File: src/rtl/mem_scan_engine.sv
// Memory-window scan master: reads WORD_COUNT words from BASE_ADDR (up or down),
// streams each word, keeps a wrapping checksum and optionally checks the Fibonacci recurrence.
//   state | meaning
//   IDLE  | post-reset, waiting for START
//   RD    | READ held on current address for RD_LATENCY cycles, data captured at last edge
//   GAP   | READ low, captured word presented, address steps if more words remain
//   FIN   | scan complete, results held until next START
module mem_scan_engine #(
  parameter int DATA_WIDTH  = 32,
  parameter int ADDR_WIDTH  = 26,
  parameter int COUNT_WIDTH = 16,
  parameter int RD_LATENCY  = 1
) (
  input  logic                   i_clk,
  input  logic                   i_rst,
  input  logic                   i_start,
  input  logic [ADDR_WIDTH-1:0]  i_base_addr,
  input  logic [COUNT_WIDTH-1:0] i_word_count,
  input  logic                   i_descend,
  input  logic                   i_fib_check,
  output logic [ADDR_WIDTH-1:0]  o_addr,
  output logic                   o_read,
  output logic                   o_write,
  input  logic [DATA_WIDTH-1:0]  i_data_in,
  output logic [DATA_WIDTH-1:0]  o_word_out,
  output logic                   o_word_valid,
  output logic [COUNT_WIDTH-1:0] o_word_idx,
  output logic [DATA_WIDTH-1:0]  o_checksum,
  output logic                   o_busy,
  output logic                   o_done,
  output logic                   o_fail,
  output logic [COUNT_WIDTH-1:0] o_fail_idx
);

  localparam int LAT_W = (RD_LATENCY > 1) ? $clog2(RD_LATENCY) : 1;
  localparam logic [LAT_W-1:0] LAT_LOAD = LAT_W'(RD_LATENCY - 1);

  typedef enum logic [1:0] {S_IDLE, S_RD, S_GAP, S_FIN} state_t;

  state_t                 r_state, w_next;
  logic [ADDR_WIDTH-1:0]  r_addr;
  logic [COUNT_WIDTH-1:0] r_remain;
  logic [COUNT_WIDTH-1:0] r_cap_idx;
  logic [LAT_W-1:0]       r_lat_cnt;
  logic                   r_descend;
  logic                   r_fib;
  logic [DATA_WIDTH-1:0]  r_prev1, r_prev2;
  logic [DATA_WIDTH-1:0]  r_word_out;
  logic [COUNT_WIDTH-1:0] r_word_idx;
  logic [DATA_WIDTH-1:0]  r_checksum;
  logic                   r_fail;
  logic [COUNT_WIDTH-1:0] r_fail_idx;

  logic                   w_accept;
  logic                   w_capture;
  logic                   w_more;
  logic                   w_fib_bad;
  logic [DATA_WIDTH-1:0]  w_fib_exp;

  assign w_accept  = i_start && ((r_state == S_IDLE) || (r_state == S_FIN));
  assign w_capture = (r_state == S_RD) && (r_lat_cnt == '0);
  assign w_more    = (r_remain != '0);
  assign w_fib_exp = r_prev1 + r_prev2;
  assign w_fib_bad = r_fib && (r_cap_idx >= COUNT_WIDTH'(2)) && (i_data_in != w_fib_exp);

  always_ff @(posedge i_clk or posedge i_rst) begin
    if (i_rst) r_state <= S_IDLE;
    else       r_state <= w_next;
  end

  always_comb begin
    w_next       = r_state;
    o_read       = 1'b0;
    o_word_valid = 1'b0;
    o_busy       = 1'b0;
    o_done       = 1'b0;
    case (r_state)
      S_IDLE, S_FIN: begin
        o_done = (r_state == S_FIN);
        if (w_accept) w_next = (i_word_count == '0) ? S_FIN : S_RD;
      end
      S_RD: begin
        o_read = 1'b1;
        o_busy = 1'b1;
        if (w_capture) w_next = S_GAP;
      end
      S_GAP: begin
        o_word_valid = 1'b1;
        o_busy       = 1'b1;
        w_next       = w_more ? S_RD : S_FIN;
      end
      default: w_next = S_IDLE;
    endcase
  end

  always_ff @(posedge i_clk or posedge i_rst) begin
    if (i_rst) begin
      r_addr     <= '0;
      r_remain   <= '0;
      r_cap_idx  <= '0;
      r_lat_cnt  <= '0;
      r_descend  <= 1'b0;
      r_fib      <= 1'b0;
      r_prev1    <= '0;
      r_prev2    <= '0;
      r_word_out <= '0;
      r_word_idx <= '0;
      r_checksum <= '0;
      r_fail     <= 1'b0;
      r_fail_idx <= '0;
    end else if (w_accept) begin
      r_addr     <= i_base_addr;
      r_remain   <= i_word_count;
      r_cap_idx  <= '0;
      r_lat_cnt  <= LAT_LOAD;
      r_descend  <= i_descend;
      r_fib      <= i_fib_check;
      r_word_idx <= '0;
      r_checksum <= '0;
      r_fail     <= 1'b0;
      r_fail_idx <= '0;
    end else if (w_capture) begin
      r_word_out <= i_data_in;
      r_word_idx <= r_cap_idx;
      r_cap_idx  <= r_cap_idx + 1'b1;
      r_remain   <= r_remain - 1'b1;
      r_checksum <= r_checksum + i_data_in;
      r_prev2    <= r_prev1;
      r_prev1    <= i_data_in;
      // only the first mismatch is recorded
      if (w_fib_bad && !r_fail) begin
        r_fail     <= 1'b1;
        r_fail_idx <= r_cap_idx;
      end
    end else if (r_state == S_RD) begin
      r_lat_cnt <= r_lat_cnt - 1'b1;
    end else if ((r_state == S_GAP) && w_more) begin
      r_addr    <= r_descend ? (r_addr - 1'b1) : (r_addr + 1'b1);
      r_lat_cnt <= LAT_LOAD;
    end
  end

  assign o_addr     = r_addr;
  assign o_write    = 1'b0;
  assign o_word_out = r_word_out;
  assign o_word_idx = r_word_idx;
  assign o_checksum = r_checksum;
  assign o_fail     = r_fail;
  assign o_fail_idx = r_fail_idx;

endmodule

File: config.mk
export PLATFORM = sky130hd
export DESIGN_NAME = mem_scan_engine
export DESIGN_NICKNAME = d
export VERILOG_FILES = /design/src/rtl/mem_scan_engine.sv
export SDC_FILE = /design/constraint.sdc
export NUM_CORES = 1
export LEC_CHECK = 0
export CAP_MARGIN = 15
export CORE_UTILIZATION = 50
export DETAILED_ROUTE_END_ITERATION = 16
export PLACE_DENSITY = 0.75
export SLEW_MARGIN = 20
export SYNTH_ARGS = -nofsm -noshare
export SYNTH_HDL_FRONTEND = slang
export SYNTH_SLANG_ARGS = --single-unit
File: constraint.sdc
create_clock -name i_clk -period 16 [get_ports i_clk]
set_input_delay 3.2 -clock i_clk [delete_from_list [all_inputs] [get_ports i_clk]]
set_output_delay 3.2 -clock i_clk [all_outputs]
set_load 0.01 [all_outputs]
# ---- Yosys cells after proc, flatten, opt, wreduce, memory -nomap -nowiden
# Cells that the tools add are included.
dict set report totals {
  regBits 192
  latch_bits 0
  ram_bits 0
  romBits 0
  inputBits 79
  wordCells 85
  memories 0
}
dict set report classes {
  addsub 7
  multipliers 0
  n_div 0
  n_lt_le_gt_ge 1
  eq_ne 8
  shifts 0
  n_mux 32
  bitwise_logic 2
  reduce_logical 22
}
# operator n
set op_table {}
lappend op_table {{2-to-1 mux 16 bit} 9}
lappend op_table {{2-to-1 mux 26 bit} 5}
lappend op_table {{adder 32 bit} 2}
lappend op_table {{2-to-1 mux 32 bit} 2}
lappend op_table {{inequality test 32 bit} 1}
lappend op_table {{adder 26 x 1 -> 26 bit (second input constant)} 1}
lappend op_table {{subtractor 26 x 1 -> 26 bit (second input constant)} 1}
lappend op_table {{adder 16 x 1 -> 16 bit (second input constant)} 1}
lappend op_table {{greater-or-equal comparator 16 x 2 -> 1 bit (second input constant)} 1}
lappend op_table {{logical NOT 16 bit} 1}
lappend op_table {{nonzero test 16 bit} 1}
lappend op_table {{subtractor 16 x 1 -> 16 bit (second input constant)} 1}
lappend op_table {{2-to-1 mux 1 bit} 11}
lappend op_table {{2-to-1 mux 2 bit} 4}
lappend op_table {{inequality test 2 bit (second input constant)} 4}
lappend op_table {{AND reduction 2 bit} 4}
lappend op_table {{logical AND 1 bit} 6}
lappend op_table {{one-hot mux 2 bit (3 select lines)} 1}
lappend op_table {{nonzero test 2 bit} 3}
lappend op_table {{equality test 2 bit (second input constant)} 2}
lappend op_table {{OR reduction 2 bit} 2}
lappend op_table {{AND reduction 3 bit} 1}
lappend op_table {{nonzero test 3 bit} 1}
lappend op_table {{equality test 2 x 1 -> 1 bit (second input constant)} 1}
lappend op_table {{5 further kinds} 6}

# ---- Depth between registers and ports, before layout
# Gate-level depths: netlist of the first run.
dict set report depth {
  ltp_word 7
  mapped_depth 15
  mapped_depth_nobuf 14
}

# ---- Worst setup path before layout of the first run
# OpenSTA, ideal clock, no wires.
dict set report synth_path {
  path_type {input to register}
  start {input i_data_in[16]}
  end {register r_checksum[31] (netlist: o_checksum[31])}
  t_arrival_ps 5578
  required_ps 15868
  path_slack_ps 10290
  stages 13
  path_cell_list {ha_1 -> clkbuf_1 -> a211oi_1 -> a21boi_0 -> o31a_1 -> a41o_1 -> a21oi_1 -> a41oi_1 -> a21oi_1 -> a2111oi_0 -> a211o_1 -> xnor2_1 -> nor2_1}
}
dict set report synth_via {
  elab_chain_cells 3
}
# element line
set synth_rtl {}
lappend synth_rtl {{from (decl)} 24} ;# input logic [DATA_WIDTH-1:0] i_data_in,
lappend synth_rtl {{adder 32 bit} 127} ;# r_checksum <= r_checksum + i_data_in;
lappend synth_rtl {{2-to-1 mux 32 bit} 122} ;# end else if (w_capture) begin
lappend synth_rtl {{2-to-1 mux 32 bit} 111} ;# end else if (w_accept) begin
lappend synth_rtl {{to (signal assigned)} 127}
lappend synth_rtl {{to (decl)} 50} ;# logic [DATA_WIDTH-1:0] r_checksum;
# Every way passes these cells. The select of a mux whose other input is x is not followed.
# A chain may end at the register's enable or synchronous reset.

# ---- Final worst setup path of the first run
dict set report layout_path {
  start {input i_data_in[0]}
  end {register r_checksum[20] (netlist: o_checksum[20])}
}
# Same word-level chain as after synthesis.

==> flow_metrics.py, run 1 <==
metrics = {
    "outcome": {
        "status": "finished, final reports clean",
    },
    "worst_setup_path": {
        "cp-startpoint": "i_data_in[0]",
        "cp_max_fo": 4,
        "crit_end": "o_checksum[20]",
        "r2r_start": "o_word_out[0]",
        "worstPathArrival_ns": 6.53,
        "critPathCaptureType": "flip-flop",
        "cp.required_ns": 16.35,
        "reg2reg_slack_ns": 11.86,
        "ff2ff_path_depth": 14,
        "cp-start-kind": "input pin",
        "critPathKind": "input pin to flip-flop",
        "worstReg2RegEnd": "o_fail",
    },
    "sta": {
        "hold_violations": 0,
        "finClkSkew_ns": 0.0120,
        "rsz0062_at_grt": "no",
        "tightest_slew_ns": 0.949,
        "tns_ns": 0,
        "fin_ws_ns": 9.82,
        "post-route-period-util_pct": 38.6,
        "fmax_ghz": 0.162,
        "max-slew-margin-rel_pct": 36.7,
        "finalCriticalPeriod_ns": 6.18,
        "final-setup-viol-count": 0,
        "maxSlewViolCount": 0,
    },
    "logic_synthesis": {
        "yosysMostFrequentCell": "nand2_1",
        "yosysSeqAreaShare_pct": 36.8,
        "synth_warnings": 0,
        "syn_avg_cell_area_um2": 8.90,
        "ys_ff_latch": 192,
        "postSynth.asyncResetShare_pct": 100,
        "synth_edf_count": 0,
        "syn_nets": 1641,
        "synth_top_cell_by_area": "dfrtp_1",
        "synth_top_cell_area_share_pct": 36.8,
        "synth_area_leaders": "dfrtp_1 37%, ha_1 8.9%, nand2_1 6.3%, a21oi_1 5.9%, mux2_2 5.5%",
        "synthCells": 1466,
        "synth_cell_types": 73,
        "synth_top_cells_by_count": "219 x nand2_1, 192 x dfrtp_1, 154 x a21oi_1",
        "netlist_area_mm2": 0.0130,
        "synthFlopType": "dfrtp_1",
    },
    "clock_tree": {
        "insertion_delay_ns": 0.43,
        "post_cts_resized": 0,
        "cts-buffers-inserted": 17,
        "clockRootBuffer": "clkbuf_16",
        "ctsHtreeMaxLevel": 4,
        "cts_setup_buffers": 0,
        "clock-sinks": 192,
        "holdBufCountCts": 0,
        "cts_tree": "done",
        "clkTransAtPathRegs_ns": 0.08,
        "clockBufferDepth": 2,
    },
    "global_routing": {
        "grt_pass1_wl_um": 59100,
        "antenna_found_initial": 1,
        "gr-total-overflow": 0,
        "grt_max_degree": 122,
        "grt_pass1_vias": 11261,
        "grtUsageTotal_pct": 28.2,
    },
    "placement": {
        "dp_slack_ns": 9.44,
        "hpwl_um": 27300,
        "gp_congestion": 0.939,
        "io_buffers": 205,
        "dpl-instance-area_mm2": 0.0153,
    },
    "detailed_routing": {
        "drc_errors": 0,
        "finalWirelength_um": 37000,
        "ant_nets": 0,
        "vias": 11630,
        "drt_first_pass_iters": 5,
        "drt-initial-drc-count": 833,
        "detail_route.wl_per_cell_um": 18.7,
        "avgViaCountPerCell": 5.89,
    },
    "die": {
        "die_x_um": 164,
        "fp-row-count": 58,
        "die_h_um": 164,
        "start_util_pct": 51.3,
        "core_mm2": 0.0254,
        "ios": 207,
        "die_area_mm2": 0.0267,
    },
    "job": {
        "drv_cap": 0,
    },
    "finish": {
        "fin_nets": 1806,
        "fill_cells": 2218,
        "drive_above_1_share_pct": 8.15,
        "area_growth_pct": 21.9,
        "fin_area_mm2": 0.0159,
    },
    "power_and_ir_drop": {
        "p_per_area_mw_per_mm2": 252,
        "irDropWorstVdd_uv": 184,
        "cellLeakagePower_uw": 0.00681,
    },
    "min_path": {
        "hp-class": "flip-flop to flip-flop",
        "whs_path_depth": 2,
    },
}
-- critical path, cell delays in order --
cell and delay, ns:
clkdlybuf4s50_1 0.54, ha_1 0.22, inv_1 0.07, fa_1 0.40
nor2b_1 0.14, o21a_1 0.13, o21ai_0 0.19, a211o_1 0.35
nand3_1 0.13, a21boi_0 0.16, o21ai_0 0.33, a21o_1 0.17
a211oi_1 0.06, or3_1 0.31, a21oi_1 0.15
-- worst min-delay path by stage --
stage                from  slack, ns    end
floorplan           r_fib       0.45  r_fib
global placement    r_fib       0.47  r_fib
global route        r_fib       0.53  r_fib
CTS                 r_fib       0.49  r_fib
detailed placement  r_fib       0.48  r_fib
finish              r_fib       0.49  r_fib
-- final cells by class --
type | instances | area (um2) | area share, %
timing repair buffer | 214 | 2120 | 13.3
multi-input combinational | 1172 | 7850 | 49.3
antenna | 1 | 2.50 | 0.0157
tap | 330 | 413 | 2.60
sequential | 192 | 4800 | 30.2
inverter | 34 | 135 | 0.850
clock inverter | 14 | 151 | 0.952
clock buffer | 18 | 429 | 2.70
-- state kept, by name, indices dropped and copies added (netlist names) --
signal and flops:
o_addr 26, o_checksum 32, o_fail 1, o_fail_idx 16, o_word_idx 16, o_word_out 32
r_cap_idx 16, r_descend 1, r_fib 1, r_lat_cnt 1, r_prev2 32, r_remain 16
r_state 2
-- through the flow --
stage | total power, uW | instances | hold slack, ns | utilization [%]
after floorplan | 2750 | 1466 | 0.446 | -
after global placement | 3510 | 1942 | 0.466 | 60.3
after detailed placement | 3540 | 1942 | 0.477 | 60.3
after CTS | 4000 | 1974 | 0.493 | 62.6
after global routing | 4330 | 1974 | 0.529 | 62.6
final | 4010 | 1975 | 0.490 | 62.6
-- power by group --
group          internal, uW  switching [uW]  leakage, uW
Clock                   222             210     0.000281
Sequential              679             186      0.00241
Combinational          1190            1530      0.00412
-- routing by layer --
metal / global-route usage [%] / wire [um] / vias up
met3: 5.18 / 2200 / 55
li1: - / - / 5593
met5: 0 / 0 / -
met1: 37.3 / 16500 / 5591
met2: 46.4 / 17400 / 391
met4: 8.84 / 913 / 0
-- kinds of logic (layout without fill, tap and decap cells) --
| group | after synthesis | after routing | synth area share, % |
|---|---|---|---|
| other | 1 | 2 | 0.0288 |
| AND/OR/NAND/NOR | 482 | 482 | 16.9 |
| adder cells (fa/ha/maj) | 96 | 96 | 9.38 |
| flip-flops | 192 | 192 | 36.8 |
| XOR/XNOR | 114 | 114 | 7.66 |
| buffers and inverters | 102 | 280 | 3.23 |
| AO/OA/AOI/OAI | 388 | 388 | 18.3 |
| multiplexers | 91 | 91 | 7.64 |
-- placed cells by master, fill, tap and decap left out, types with 4 or more instances in the layout --
| master | count |
|---|---|
| nand2_1 | 217 |
| clkdlybuf4s50_1 | 205 |
| dfrtp_1 | 192 |
| a21oi_1 | 153 |
| ha_1 | 93 |
| nor2_1 | 90 |
| o21ai_0 | 77 |
| xnor2_1 | 70 |
| mux2_2 | 64 |
| xor2_1 | 44 |
| nor3_1 | 33 |
| inv_1 | 33 |
| a21o_1 | 32 |
| nand3_1 | 28 |
| mux2i_1 | 26 |
| nand4_1 | 21 |
| nor4_1 | 19 |
| clkbuf_16 | 17 |
| o21a_1 | 16 |
| a211oi_1 | 14 |
| a31oi_1 | 13 |
| or3_1 | 12 |
| nand2b_1 | 11 |
| o211ai_1 | 9 |
| and3_1 | 9 |
| nor2b_1 | 9 |
| o21bai_1 | 9 |
| buf_4 | 9 |
| or2_2 | 6 |
| a31o_2 | 6 |
| and2_1 | 5 |
| o31ai_1 | 5 |
| o21ai_1 | 5 |
| inv_8 | 5 |
| nand3b_1 | 4 |
| o311ai_0 | 4 |
| a41oi_1 | 4 |
(Power assumes the default switching activity.)
==> run 2: changes to the inputs <==
==> constraint.sdc (replaced) <==
create_clock -name i_clk -period 6.4 [get_ports i_clk]
set_input_delay 1.28 -clock i_clk [delete_from_list [all_inputs] [get_ports i_clk]]
set_output_delay 1.28 -clock i_clk [all_outputs]
set_load 0.01 [all_outputs]
==> run 2 against run 1 <==
Die area is the same. Sequential share of layout area is essentially flat. Register-to-register slack lost 9.8 ns. Clock power grew to 2.6 times the previous value. Clock-buffer cell count is the same. Clock skew grew 0.0049 ns. Sequential cell count is the same. Combinational power grew 150%. First-iteration DRC count shrank 16%. Routed wire length shrank 2.3%. Critical path type unchanged. Largest power group unchanged. Highest routed layer unchanged.
==> flow_metrics.py, run 2 (synthesis results as in run 1) <==
metrics = {
    "outcome": {
        "status": "finished, final reports clean",
    },
    "finish": {
        "final_cell_mix": "217 x nand2_1, 205 x clkdlybuf4s50_1, 192 x dfrtp_1",
        "area_growth_pct": 22.0,
        "drive_above_1_share_pct": 8.09,
        "diodes": 0,
        "final_common_cell": "nand2_1",
        "fin_nets": 1806,
    },
    "sta": {
        "hold_violations": 0,
        "rsz0062_at_grt": "no",
        "post-route-period-util_pct": 67.5,
        "max-slew-margin-rel_pct": 29.8,
        "maxSlewViolCount": 0,
        "finClkSkew_ns": 0.0169,
        "final-setup-viol-count": 0,
        "finalCriticalPeriod_ns": 4.32,
        "tightest_slew_ns": 1.05,
        "hold_slack_ns": 0.487,
        "tns_ns": 0,
        "fmax_ghz": 0.231,
    },
    "worst_setup_path": {
        "critPathKind": "input pin to flip-flop",
        "r2r_start": "o_word_out[0]",
        "cp-start-kind": "input pin",
        "reg2reg_slack_ns": 2.11,
        "cp_max_fo": 4,
        "worstPathArrival_ns": 4.60,
        "ff2ff_path_depth": 14,
        "critPathCaptureType": "flip-flop",
        "cp-startpoint": "i_data_in[0]",
        "crit_end": "o_checksum[20]",
        "cp.required_ns": 6.67,
        "worstReg2RegEnd": "o_fail",
    },
    "detailed_routing": {
        "ant_nets": 0,
        "finalWirelength_um": 36200,
        "avgViaCountPerCell": 5.85,
        "drc_errors": 0,
        "vias": 11539,
        "drt_first_pass_iters": 5,
        "drt-initial-drc-count": 702,
        "detail_route.wl_per_cell_um": 18.3,
    },
    "placement": {
        "gp_congestion": 0.963,
        "io_buffers": 205,
        "hpwl_um": 27000,
    },
    "power_and_ir_drop": {
        "p_per_area_mw_per_mm2": 626,
        "irDropWorstVdd_uv": 485,
        "cellLeakagePower_uw": 0.00681,
        "finalPower_uw": 9970,
    },
    "die": {
        "die_area_mm2": 0.0267,
        "start_util_pct": 51.3,
        "core_mm2": 0.0254,
        "fp-row-count": 58,
        "ios": 207,
        "die_h_um": 164,
        "die_x_um": 164,
    },
    "clock_tree": {
        "cts_tree": "done",
        "cts_setup_buffers": 0,
        "clockRootBuffer": "clkbuf_16",
        "ctsHtreeMaxLevel": 4,
        "post_cts_resized": 0,
        "clkTransAtPathRegs_ns": 0.07,
        "clockBufferDepth": 2,
        "insertion_delay_ns": 0.44,
        "holdBufCountCts": 0,
        "clock-sinks": 192,
        "cts-buffers-inserted": 17,
    },
    "global_routing": {
        "grt_max_degree": 107,
        "grt_pass1_wl_um": 58100,
        "gr-total-overflow": 0,
        "antenna_found_initial": 1,
        "grtUsageTotal_pct": 27.6,
        "grt_pass1_vias": 10851,
    },
    "job": {
        "drv_cap": 0,
    },
    "min_path": {
        "hp-class": "flip-flop to flip-flop",
    },
}
-- run 2: worst min-delay path by stage --
| stage | from | depth (start not counted) | endpoint | slack, ns |
|---|---|---|---|---|
| floorplan | r_fib | 2 | r_fib | 0.45 |
| global placement | r_fib | 2 | r_fib | 0.46 |
| detailed placement | r_fib | 2 | r_fib | 0.48 |
| CTS | r_fib | 2 | r_fib | 0.50 |
| global route | r_prev2[28] | 1 | r_prev2[28] | 0.53 |
| finish | r_fib | 2 | r_fib | 0.49 |
-- run 2: worst max-delay path, cell delays in order --
cell and delay, ns:
clkdlybuf4s50_1 0.53, ha_1 0.29, inv_1 0.08, fa_1 0.21, nor2b_1 0.06, o21a_1 0.17, o21ai_0 0.37, a211o_1 0.22
nand3_1 0.11, a21boi_0 0.38, o21ai_0 0.22, a21o_1 0.21, a211oi_1 0.23, or3_1 0.14, a21oi_1 0.06
-- run 2: where the power goes --
group / leakage [uW] / internal (uW) / switching, uW
registers: 0.00241 / 1700 / 463
logic: 0.00412 / 2960 / 3750
clock network: 0.000286 / 562 / 544
total: 0.00681 / 5220 / 4750
-- run 2: final cells by class --
type	instances	area (um2)
tap	330	413
clock buffer	18	429
timing repair buffer	214	2130
sequential	192	4800
fill	2211	9480
clock inverter	14	164
multi-input combinational	1172	7840
inverter	34	131
-- run 2: metal layers --
| metal | part of all wire [%] | track usage, % | up-vias | wire length, um |
|---|---|---|---|---|
| li1 | - | - | 5581 | - |
| met1 | 46 | 38.5 | 5567 | 16700 |
| met2 | 46 | 44.1 | 348 | 16700 |
| met3 | 5.9 | 4.39 | 43 | 2130 |
| met4 | 1.9 | 7.66 | 0 | 704 |
| met5 | 0 | 0 | - | 0 |
-- run 2: through the flow --
| stage | cells | area, um2 | setup WS, ns | util (%) |
|---|---|---|---|---|
| 3_3_place_gp | 1942 | 15300 | 1.76 | 60.3 |
| 2_1_floorplan | 1466 | 13000 | 2.61 | - |
| 6_report | 1974 | 15900 | 2.08 | 62.7 |
| 3_5_place_dp | 1942 | 15300 | 1.70 | 60.3 |
| 4_1_cts | 1974 | 15900 | 2.11 | 62.7 |
| 5_1_grt | 1974 | 15900 | 1.77 | 62.7 |
==> run 3: changes to the inputs <==
==> constraint.sdc (replaced) <==
create_clock -name i_clk -period 4.31 [get_ports i_clk]
set_input_delay 0.862 -clock i_clk [delete_from_list [all_inputs] [get_ports i_clk]]
set_output_delay 0.862 -clock i_clk [all_outputs]
set_load 0.01 [all_outputs]
==> run 3 against run 2 <==
Clock-buffer cell count shrank 1. Register-to-register slack got worse by 1.8 ns. First-iteration DRC count down 3.7%. Non-clock buffer count up 9. Clock power is 58% higher. Cell count up 0.46%. Sequential share of layout area down 0.31 points. Routed wire length rose by 3.2%. Global-route usage increased by 1.0 points. Via count rose by 1.1%. Die area unchanged. Power grew 51%. Critical endpoint is now o_fail. Largest power group unchanged.
==> flow_metrics.py, run 3 (synthesis results as in run 1) <==
metrics = {
    "worst_setup_path": {
        "worstPathArrival_ns": 4.27,
        "cp-startpoint": "o_word_out[25]",
        "cp.required_ns": 4.63,
        "cp-start-kind": "flip-flop",
        "critPathKind": "flip-flop to flip-flop",
        "r2r_start": "o_word_out[25]",
        "cp_max_fo": 17,
        "critPathCaptureType": "flip-flop",
    },
    "global_routing": {
        "gr-total-overflow": 0,
        "grt_pass1_wl_um": 59700,
        "grt_max_degree": 77,
        "antenna_found_initial": 1,
        "grtUsageTotal_pct": 28.6,
        "grt_pass1_vias": 11448,
    },
    "clock_tree": {
        "clkTransAtPathRegs_ns": 0.08,
        "holdBufCountCts": 0,
        "post_cts_resized": 0,
        "cts-buffers-inserted": 17,
        "ctsHtreeMaxLevel": 4,
        "cts_tree": "done",
        "clockRootBuffer": "clkbuf_16",
        "clock-sinks": 192,
        "clockBufferDepth": 2,
        "insertion_delay_ns": 0.44,
        "cts_setup_buffers": 0,
    },
    "detailed_routing": {
        "top_layer_used": "met4",
        "finalWirelength_um": 37300,
        "drc_errors": 0,
        "wl_met1_um": 17200,
        "wl_met2_um": 17000,
        "ant_nets": 0,
        "drt-initial-drc-count": 676,
        "vias": 11663,
        "avgViaCountPerCell": 5.88,
        "route.met3.wl_um": 2270,
        "detail_route.wl_per_cell_um": 18.8,
        "drt_first_pass_iters": 5,
    },
    "finish": {
        "drive_above_1_share_pct": 8.71,
        "fill_cells": 2181,
        "fin_nets": 1815,
        "multi_input_area_mm2": 0.00785,
        "final_common_cell": "nand2_1",
        "area_growth_pct": 23.3,
        "final_cell_mix": "217 x nand2_1, 205 x clkdlybuf4s50_1, 192 x dfrtp_1",
        "diodes": 0,
        "final-seq-area_mm2": 0.00480,
        "final_core_util_pct": 63.3,
    },
    "die": {
        "die_area_mm2": 0.0267,
        "start_util_pct": 51.3,
        "core_mm2": 0.0254,
        "ios": 207,
        "die_h_um": 164,
        "die_x_um": 164,
        "fp-row-count": 58,
    },
    "sta": {
        "maxSlewViolCount": 0,
        "finalCriticalPeriod_ns": 3.95,
        "rsz0062_at_grt": "no",
        "max-slew-margin-rel_pct": 48.3,
        "hold_violations": 0,
        "finClkSkew_ns": 0.0194,
        "tightest_slew_ns": 0.773,
        "tns_ns": 0,
        "fmax_ghz": 0.253,
        "post-route-period-util_pct": 91.7,
        "final-setup-viol-count": 0,
    },
    "placement": {
        "io_buffers": 205,
        "hpwl_um": 28000,
        "gp_congestion": 0.938,
    },
    "power_and_ir_drop": {
        "p_per_area_mw_per_mm2": 935,
        "irDropWorstVdd_uv": 734,
        "cellLeakagePower_uw": 0.00689,
    },
    "min_path": {
        "hp-class": "flip-flop to flip-flop",
        "hold_path_startpoint": "r_prev2[18]",
    },
    "job": {
        "drv_cap": 0,
    },
    "outcome": {
        "status": "finished, final reports clean",
    },
}
[run 3: area by class of cell]
type	instances	area share, %
tap	330	2.57
clock buffer	17	2.64
clock inverter	15	1.36
inverter	34	0.817
timing repair buffer	223	13.9
multi-input combinational	1172	48.8
sequential	192	29.9
[run 3: worst max-delay path: stages, from the launching register on]
cell	delay, ns
dfrtp_1	0.41
ha_1	0.43
a21oi_1	0.33
o21ai_1	0.24
a2111oi_2	0.54
nand4_1	0.15
nor4_1	0.28
nand4_1	0.12
nor4_1	0.29
nand4_1	0.17
nor4_2	0.33
a31oi_2	0.18
buf_12	0.19
o21a_1	0.17
[run 3: path summary, 6_finish.rpt]
kind	to	slack, ns	cells after the start
min in group asynchronous	r_remain[8]	0.91	2
setup reg to reg	o_fail	0.36	13
max in group asynchronous	r_cap_idx[12]	2.54	3
setup / recovery	o_fail	0.36	13
hold reg to reg	r_prev2[18]	0.52	1
hold / removal	r_prev2[18]	0.52	1
[run 3: power breakdown]
group	leakage [uW]	internal, uW	switching (uW)
Clock	0.000309	946	800
Combinational	0.00417	4440	5640
Sequential	0.00241	2520	693
[run 3: layer usage]
metal | GRT usage [%] | up-vias
li1 | - | 5595
met1 | 40.0 | 5664
met2 | 44.9 | 358
met3 | 4.42 | 46
met4 | 9.89 | 0
met5 | 0 | -
[run 3: per-stage QoR]
step	area (um2)	std cells	total power [uW]	setup WS, ns	hold slack [ns]
finish	16100	1983	15000	0.359	0.518
floorplan	13000	1466	10200	0.754	0.446
CTS	16100	1983	15000	0.396	0.517
detailed placement	15400	1951	13200	0.174	0.485
global placement	15400	1951	13000	0.232	0.478
global route	16100	1983	16200	0.164	0.527
